[src/rtl/m4_video_capture_if.sv]
// M4 raw video stream in, one-bit-per-pixel frame RAM write port out.
// The capture block takes the slave side; whoever drives the M4 stream takes the master side.
interface m4_video_capture_if #(
    parameter int ADDR_W = 18
);
    logic              m4_dotclk;
    logic              m4_video;
    logic              m4_hsync;
    logic              m4_vsync;
    logic [ADDR_W-1:0] waddr;
    logic              wdata;
    logic              we;

    modport master (
        output m4_dotclk, m4_video, m4_hsync, m4_vsync,
        input  waddr, wdata, we
    );

    modport slave (
        input  m4_dotclk, m4_video, m4_hsync, m4_vsync,
        output waddr, wdata, we
    );
endinterface

[src/rtl/m4_video_capture.sv]
// Samples the asynchronous TRS-80 M4 video stream and writes each captured pixel
// into the frame RAM at row*LINE_STRIDE + col, the layout the VGA reader expects.
module m4_video_capture #(
    parameter int ADDR_W      = 18,
    parameter int LINE_STRIDE = 800,
    parameter int H_SKIP      = 48,
    parameter int H_ACTIVE    = 640,
    parameter int V_SKIP      = 8,
    parameter int V_ACTIVE    = 240,
    parameter bit HSYNC_POL   = 1'b1,
    parameter bit VSYNC_POL   = 1'b1
) (
    input  logic                clk,
    input  logic                rst_n,
    m4_video_capture_if.slave   bus,
    output logic                frame_done,
    output logic                short_line
);

    localparam int H_MAX  = (H_ACTIVE > H_SKIP) ? H_ACTIVE : H_SKIP;
    localparam int C_MAX  = (H_MAX > V_SKIP) ? H_MAX : V_SKIP;
    localparam int CNT_W  = $clog2(C_MAX + 1);
    localparam int ROW_W  = $clog2(V_ACTIVE + 1);

    // Bit positions in the synchronizer vectors
    localparam int B_DOT = 0;
    localparam int B_VID = 1;
    localparam int B_HS  = 2;
    localparam int B_VS  = 3;

    typedef enum logic [2:0] {
        S_WAIT_VS,
        S_VSKIP,
        S_HSKIP,
        S_CAPT,
        S_LINE_END,
        S_FULL
    } state_t;

    logic [3:0]        s1_q, s2_q, s3_q;
    logic [3:0]        raw;
    logic              dot_edge, hs_edge, vs_edge;

    state_t            state_q, state_d;
    logic [CNT_W-1:0]  cnt_q, cnt_d;
    logic [ROW_W-1:0]  row_q, row_d;
    logic [ADDR_W-1:0] row_base_q, row_base_d;
    logic [ADDR_W-1:0] waddr_q, waddr_d;
    logic              wdata_q, wdata_d;
    logic              we_q, we_d;
    logic              fd_q, fd_d;
    logic              short_q, short_d;
    logic              line_done;

    assign raw = {bus.m4_vsync, bus.m4_hsync, bus.m4_video, bus.m4_dotclk};

    always_ff @(posedge clk) begin
        if (!rst_n) begin
            s1_q <= '0;
            s2_q <= '0;
            s3_q <= '0;
        end else begin
            s1_q <= raw;
            s2_q <= s1_q;
            s3_q <= s2_q;
        end
    end

    assign dot_edge = s2_q[B_DOT] & ~s3_q[B_DOT];
    assign hs_edge  = (s2_q[B_HS] == HSYNC_POL) && (s3_q[B_HS] != HSYNC_POL);
    assign vs_edge  = (s2_q[B_VS] == VSYNC_POL) && (s3_q[B_VS] != VSYNC_POL);

    always_ff @(posedge clk) begin
        if (!rst_n) begin
            state_q    <= S_WAIT_VS;
            cnt_q      <= '0;
            row_q      <= '0;
            row_base_q <= '0;
            waddr_q    <= '0;
            wdata_q    <= 1'b0;
            we_q       <= 1'b0;
            fd_q       <= 1'b0;
            short_q    <= 1'b0;
        end else begin
            state_q    <= state_d;
            cnt_q      <= cnt_d;
            row_q      <= row_d;
            row_base_q <= row_base_d;
            waddr_q    <= waddr_d;
            wdata_q    <= wdata_d;
            we_q       <= we_d;
            fd_q       <= fd_d;
            short_q    <= short_d;
        end
    end

    always_comb begin
        state_d    = state_q;
        cnt_d      = cnt_q;
        row_d      = row_q;
        row_base_d = row_base_q;
        waddr_d    = waddr_q;
        wdata_d    = wdata_q;
        we_d       = 1'b0;
        fd_d       = 1'b0;
        short_d    = short_q;
        line_done  = 1'b0;

        // vsync outranks everything: it always restarts the frame from row 0
        if (vs_edge) begin
            fd_d       = (state_q != S_WAIT_VS) && (row_q != '0);
            state_d    = S_VSKIP;
            cnt_d      = '0;
            row_d      = '0;
            row_base_d = '0;
        end else begin
            case (state_q)
                S_WAIT_VS: ;
                S_VSKIP: begin
                    if (hs_edge) begin
                        if (cnt_q == CNT_W'(V_SKIP - 1)) begin
                            state_d = S_HSKIP;
                            cnt_d   = '0;
                        end else begin
                            cnt_d = cnt_q + 1'b1;
                        end
                    end
                end
                S_HSKIP: begin
                    if (dot_edge) begin
                        if (cnt_q == CNT_W'(H_SKIP - 1)) begin
                            state_d = S_CAPT;
                            cnt_d   = '0;
                        end else begin
                            cnt_d = cnt_q + 1'b1;
                        end
                    end
                end
                S_CAPT: begin
                    // hsync before the line is full: drop the rest of this row
                    if (hs_edge) begin
                        short_d   = 1'b1;
                        line_done = 1'b1;
                    end else if (dot_edge) begin
                        we_d    = 1'b1;
                        waddr_d = row_base_q + ADDR_W'(cnt_q);
                        wdata_d = s2_q[B_VID];
                        if (cnt_q == CNT_W'(H_ACTIVE - 1)) begin
                            state_d = S_LINE_END;
                        end else begin
                            cnt_d = cnt_q + 1'b1;
                        end
                    end
                end
                S_LINE_END: begin
                    if (hs_edge) line_done = 1'b1;
                end
                S_FULL: ;
                default: state_d = S_WAIT_VS;
            endcase

            if (line_done) begin
                row_d      = row_q + 1'b1;
                row_base_d = row_base_q + ADDR_W'(LINE_STRIDE);
                cnt_d      = '0;
                state_d    = (row_q == ROW_W'(V_ACTIVE - 1)) ? S_FULL : S_HSKIP;
            end
        end
    end

    assign bus.waddr  = waddr_q;
    assign bus.wdata  = wdata_q;
    assign bus.we     = we_q;
    assign frame_done = fd_q;
    assign short_line = short_q;

endmodule

[src/flat_wrapper.sv]
// flat-port wrapper written by rule: the top's interface ports become plain ports
module m4_video_capture_flat 
#(
    parameter int ADDR_W      = 18,
    parameter int LINE_STRIDE = 800,
    parameter int H_SKIP      = 48,
    parameter int H_ACTIVE    = 640,
    parameter int V_SKIP      = 8,
    parameter int V_ACTIVE    = 240,
    parameter bit HSYNC_POL   = 1'b1,
    parameter bit VSYNC_POL   = 1'b1
)
  (clk, rst_n, frame_done, short_line, bus_m4_dotclk, bus_m4_video, bus_m4_hsync, bus_m4_vsync, bus_waddr, bus_wdata, bus_we);
  m4_video_capture_if #(.ADDR_W(ADDR_W)) bus_i ();
  input  logic clk;
  input  logic rst_n;
  output logic frame_done;
  output logic short_line;
  input wire logic [$bits(bus_i.m4_dotclk)-1:0] bus_m4_dotclk;
  input wire logic [$bits(bus_i.m4_video)-1:0] bus_m4_video;
  input wire logic [$bits(bus_i.m4_hsync)-1:0] bus_m4_hsync;
  input wire logic [$bits(bus_i.m4_vsync)-1:0] bus_m4_vsync;
  output wire logic [$bits(bus_i.waddr)-1:0] bus_waddr;
  output wire logic [$bits(bus_i.wdata)-1:0] bus_wdata;
  output wire logic [$bits(bus_i.we)-1:0] bus_we;
  assign bus_i.m4_dotclk = bus_m4_dotclk;
  assign bus_i.m4_video = bus_m4_video;
  assign bus_i.m4_hsync = bus_m4_hsync;
  assign bus_i.m4_vsync = bus_m4_vsync;
  assign bus_waddr = bus_i.waddr;
  assign bus_wdata = bus_i.wdata;
  assign bus_we = bus_i.we;
  m4_video_capture #(.ADDR_W(ADDR_W), .LINE_STRIDE(LINE_STRIDE), .H_SKIP(H_SKIP), .H_ACTIVE(H_ACTIVE), .V_SKIP(V_SKIP), .V_ACTIVE(V_ACTIVE), .HSYNC_POL(HSYNC_POL), .VSYNC_POL(VSYNC_POL)) u_core (.clk(clk), .rst_n(rst_n), .bus(bus_i), .frame_done(frame_done), .short_line(short_line));
endmodule
[config.mk]
export PLATFORM = sky130hd
export DESIGN_NAME = m4_video_capture_flat
export DESIGN_NICKNAME = d
export VERILOG_FILES = /design/src/rtl/m4_video_capture_if.sv /design/src/rtl/m4_video_capture.sv /design/src/flat_wrapper.sv
export SDC_FILE = /design/constraint.sdc
export NUM_CORES = 1
export LEC_CHECK = 0
export ABC_AREA = 0
export CAP_MARGIN = 5
export CORE_ASPECT_RATIO = 0.75
export CORE_MARGIN = 2
export CORE_UTILIZATION = 28
export CTS_BUF_LIST = sky130_fd_sc_hd__clkbuf_4
export CTS_CLUSTER_SIZE = 12
export DETAILED_ROUTE_END_ITERATION = 10
export HOLD_SLACK_MARGIN = 0.03
export SLEW_MARGIN = 10
export SYNTH_ARGS = -nofsm -noshare
export SYNTH_HDL_FRONTEND = slang
export SYNTH_SLANG_ARGS = --single-unit
[constraint.sdc]
create_clock -name clk -period 3.5 [get_ports clk]
set_input_delay 0.7 -clock clk [delete_from_list [all_inputs] [get_ports clk]]
set_output_delay 0.7 -clock clk [all_outputs]
set_load 0.005 [all_outputs]
-- Yosys cells after proc, flatten, opt, wreduce, memory -nomap -nowiden
Cells that the tools add are included.
- flip-flop bits (word level): 73
- word-level logic and storage cells: 96
- muxes and demuxes: 23
- bitwise operators: 8
- add/subtract/negate cells: 4
- reductions and logical operators: 18
- equal/unequal tests: 30
- operators by type and width (cell ; number):
    $mux 10 ; 7
    $pmux 10 s3 ; 1
    $mux 3 ; 9
    $ne 4x1->1 const B ; 6
    $ne 3x1->1 const B ; 7
    $add 18x10->18 ; 1
    $add 18x10->18 const B ; 1
    $reduce_and 8->1 ; 2
    $pmux 3 s4 ; 1
    $add 10x1->10 const B ; 1
    $eq 10x10->1 const B ; 1
    $eq 10x3->1 const B ; 1
    $eq 10x6->1 const B ; 1
    $add 8x1->8 const B ; 1
    $eq 8x8->1 const B ; 1
    $ne 2x1->1 const B ; 4
    $reduce_bool 8->1 ; 1
    $not 1->1 ; 7
    $eq 3x2->1 const B ; 2
    $eq 3x3->1 const B ; 2
    $reduce_and 6->1 ; 1
    $reduce_bool 3->1 ; 2
    $reduce_or 3->1 ; 2
    $mux 1 ; 5
    12 further kinds ; 16

-- Longest topological paths before layout
- depth after elaboration: 7
- depth in mapped cells: 9

-- Least setup slack after synthesis
Ideal clock, no wire load.
- path type: reg-to-reg
- start: reg u_core.cnt_q[5]
- end: reg u_core.waddr_q[17], in the netlist u_core.bus.waddr[17]
- stages on the path, launching flop included: 10
- library setup time: 0.122 ns
- data arrival time: 1.910 ns
- path slack: 1.469 ns
- cells stage by stage: dfxtp_1 ha_1 inv_1 fa_1 nor2b_1 o21a_1 o21ai_0 a211oi_1 xnor2_1 a21oi_1
- word-level cells in the longest chain between the ends: 1
- RTL lines (element ; line ; source):
    start: declaration ; m4_video_capture.sv:45 ; logic [CNT_W-1:0] cnt_q, cnt_d;
    start signal: assignment ; m4_video_capture.sv:86 ; cnt_q <= cnt_d;
    $add 18x10->18 ; m4_video_capture.sv:146 ; waddr_d = row_base_q + ADDR_W'(cnt_q);
    end signal: assignment ; m4_video_capture.sv:89 ; waddr_q <= waddr_d;
    end: declaration ; m4_video_capture.sv:48 ; logic [ADDR_W-1:0] waddr_q, waddr_d;
No other way between the ends.
A chain may end at the register's enable or synchronous reset.

-- Worst setup path in the final report
- start: reg u_core.cnt_q[1]
- end: reg u_core.cnt_q[4]
- word-level cells in the longest chain between the ends: 5
- elaborated cells on any way between the ends: 14
- RTL lines (element ; line ; source):
    $add 10x1->10 ; m4_video_capture.sv:125, m4_video_capture.sv:135, m4_video_capture.sv:151 ;
    $mux 10 ; m4_video_capture.sv:148 ; if (cnt_q == CNT_W'(H_ACTIVE - 1)) begin
    $mux 10 ; m4_video_capture.sv:144 ; end else if (dot_edge) begin
    $mux 10 ; m4_video_capture.sv:141 ; if (hs_edge) begin
    $pmux 10 s3 ; m4_video_capture.sv:117 ; case (state_q)
Parallel ways exist; a longest one is shown, timed or not. The select of a mux whose other input is x is not followed.

==> results.tsv <==
stage	metric	value	unit
outcome	status	completed	
sta	slew margin rel.	0.427	
pwr	Leakage	0.00125	uW
detailed_routing	Final ANT Viol Nets	0	
detailed_routing	drt via density	4.89	
clock_tree	H-tree depth reported by CTS	3	
global_routing	global-route wire length before repair	11.3	mm
die	CORE AREA	10900	sq um
detailed_routing	Routed wire per std cell	12.6	um
setup_path	Top Family by Delay on Critical Path	simple AND/OR/NAND/NOR gates	
sta	final hold vios	0	
sta	min Tclk post-route	2.62	ns
setup_path	largest fanout on the critical path	9	
yosys	Synth warnings	0	
setup_path	CP Buf/Inv Count	0	
sta	Setup TNS Final	0	ns
yosys	Main synth FF type	dfxtp_1	
yosys	top-area cell type share of the netlist area	0.427	
placement	Placer Congestion	0.840	
die	# IOs	28	
setup_path	R2R setup slack	0.88	ns
setup_path	critical path endpoint	u_core.cnt_q[4]$_SDFFE_PP0P_	
finish	Area Overhead vs Synth	16.0	%
yosys	Mapped Avg Cell Area	8.43	sq um
finish	Ant. Diodes	0	
yosys	most common cell in the synthesized netlist	dfxtp_1	
placement	# port buffers	27	
yosys	Synth async-reset ratio	0	
global_routing	pin count of the biggest net entering global routing	28	
sta	RSZ-0062 raised after global routing	no	
yosys	largest family of logic cells by synthesized area	simple AND/OR/NAND/NOR gates	
die	Die Wd	126	um
sta	fin crit share	0.749	
clock_tree	Post-CTS Setup Inserts	0	
detailed_routing	First-pass DRT Iterations	4	
global_routing	initial antenna violation count	0	
finish	share of cells above drive strength 1	0.0599	
placement	post-place setup slack	0.955	ns
finish	fillcell total	1138	
sta	pins over their slew limit	0	
sta	final worst slack	0.878	ns
clock_tree	Max Root-Sink Buffers	2	
hold_path	HP Class	reg2reg	
yosys	Post-synth EDFFs	0	
yosys	Synth Area in Simple Gates	0.270	
setup_path	Critical Path Sink Type	flip-flop	
finish	Sequential Area	1340	sq um
setup_path	Slowest cell on crit path	a21oi_1	
setup_path	CP Launch Type	flip-flop	
finish	Multi-input gate area	1700	sq um
setup_path	critical path depth in cells	7	
die	row count	33	
yosys	Post-Syn Area	3140	sq um
setup_path	CP cell instances	ha_1, nor4bb_1, nand2_1, a21oi_1, nand2b_1, nor4b_1, a31o_2	
clock_tree	clk_lat worst skew	0.42	ns
sta	achievable clock frequency	0.381	GHz
yosys	compound-cell area share of the yosys netlist	0.149	
clock_tree	Clock transition at path regs	0.12	ns
clock_tree	TritonCTS buffer count	9	
setup_path	Worst Path Required	3.83	ns
yosys	sequential fraction of the synthesis area	0.427	
yosys	post-synth top area cell	dfxtp_1	
finish	final design utilization	0.333	
setup_path	r2r startpoint	u_core.cnt_q[1]$_SDFFE_PP0P_	
setup_path	r2r endpoint	u_core.cnt_q[4]$_SDFFE_PP0P_	
detailed_routing	Residual DRC	0	
clock_tree	Resize count post-CTS	0	
global_routing	aggregate global routing overflow	0	
global_routing	vias in the first global route	2324	
finish	Nets	412	
clock_tree	clock root buffer	clkbuf_4	
setup_path	arrival time at the worst endpoint	2.95	ns
yosys	Yosys reg bits	67	
placement	hpwl dp	4.84	mm
yosys	Adder-Cell Fraction of Synth Area	0.0422	
detailed_routing	DRT iter0 DRCs	182	
pwr	maximum vdd drop	0.155	mV
sta	worst slew pin tran	0.859	ns
yosys	Cell variety after synth	52	
pwr	Design Power	1230	uW
setup_path	Critical Path Start	u_core.cnt_q[1]$_SDFFE_PP0P_	
job	maximum capacitance violations	0	
setup_path	CP max stage delay	0.52	ns
clock_tree	clk sink count	67	
sta	Final setup viols	0	
detailed_routing	Total Wirelength	6.80	mm
hold_path	hold_sp	u_core.s2_q[1]$_SDFF_PN0_	
setup_path	FF-to-FF path depth	7	
yosys	Gate Count Post-Synth	373	
die	die height	95.8	um
sta	clock skew	0.0142	ns
yosys	fraction of synthesized cell area in xor and xnor cells	0.0752	
setup_path	WS Path Type	reg2reg	
detailed_routing	DR vias	2647	
global_routing	GRT Overall Usage	0.119	
yosys	syn nets	389	
yosys	multiplexer area fraction after synthesis	0.00358	
sta	worst hold margin	0.444	ns
clock_tree	hold_buf cts	0	
yosys	top cells by area, synth	dfxtp_1 43%, a21oi_1 5.3%, nand2_1 5.0%	
yosys	synth cell count leaders	67 x dfxtp_1, 42 x nand2_1, 38 x nor2_1, 33 x a21oi_1, 22 x o21ai_0	
die	starting density of the core	0.287	
clock_tree	CTS tree	done	
die	Die ar.	12100	sq um
pwr	P per Cell Area	339	nW/um^2
## cell usage in the layout, fill, tap and decap left out, types with 6 or more instances in the layout
master	n
dfxtp_1	67
nand2_1	42
nor2_1	38
a21oi_1	33
clkdlybuf4s50_1	27
o21ai_0	22
and2_1	14
xor2_1	14
xnor2_1	13
inv_1	10
nand3_1	9
ha_1	9
clkbuf_4	9
and3_1	8
nand3b_1	7
nor3_1	7
nor2b_1	6
nand4_1	6
a211oi_1	6
## stage by stage
stage	instances	cell area [sq um]
floorplan	373	3140
global placement	525	3530
detailed placement	525	3530
CTS	541	3650
global route	541	3650
finish	541	3650
## registers in the layout, summed over array words and instances, names as in the netlist
signal	flops
u_core.state_q	3
u_core.s3_q	3
u_core.bus.waddr	18
u_core.bus.we	1
u_core.cnt_q	10
u_core.s1_q	4
u_core.short_line	1
u_core.s2_q	4
u_core.bus.wdata	1
u_core.row_q	8
u_core.row_base_q	13
u_core.frame_done	1
## metal layers
layer,wire length [um],track usage,vias to the layer above
li1,-,-,1339
met4,61,0.0385,0
met2,2670,0.168,90
met1,3560,0.166,1214
met3,513,0.0461,4
met5,0,0,-
## worst min path at each step
stage,end,slack [ns],cells past startpoint
2_1_floorplan,u_core.s2_q[0]$_SDFF_PN0_,0.41,1
3_3_place_gp,u_core.s2_q[2]$_SDFF_PN0_,0.42,1
3_5_place_dp,u_core.s2_q[3]$_SDFF_PN0_,0.42,1
4_1_cts,u_core.bus.wdata$_SDFFE_PN0P_,0.45,2
5_1_grt,u_core.s2_q[2]$_SDFF_PN0_,0.48,1
6_report,u_core.bus.wdata$_SDFFE_PN0P_,0.44,2
## where the power goes
| group | switching (uW) | leakage [uW] | internal (uW) |
|---|---|---|---|
| combinational | 22.8 | 0.000656 | 15.0 |
| clock | 283 | 0.0000554 | 141 |
| sequential | 4.78 | 0.000542 | 768 |
| total | 310 | 0.00125 | 924 |
## final cells by class
| class | instances | area share |
|---|---|---|
| Sequential cell | 67 | 0.368 |
| Multi-Input combinational cell | 279 | 0.465 |
| Timing Repair Buffer | 29 | 0.0782 |
| Clock inverter | 7 | 0.0123 |
| Inverter | 10 | 0.0103 |
| Tap cell | 140 | 0.0480 |
| Clock buffer | 9 | 0.0185 |
## worst reg2reg max path, stage by stage (launching register included)
cell,delay (ns)
dfxtp_1,0.41
ha_1,0.28
nor4bb_1,0.52
nand2_1,0.14
a21oi_1,0.52
nand2b_1,0.35
nor4b_1,0.10
a31o_2,0.21
## cells by family after synthesis
logic type               Yosys count
AO/OA/AOI/OAI                     78
XOR/XNOR                          27
adder cells (fa/ha/maj)           10
buffers and inverters             27
flip-flops                        67
multiplexers                       1
AND/OR/NAND/NOR                  163
(Power assumes the default switching activity.)
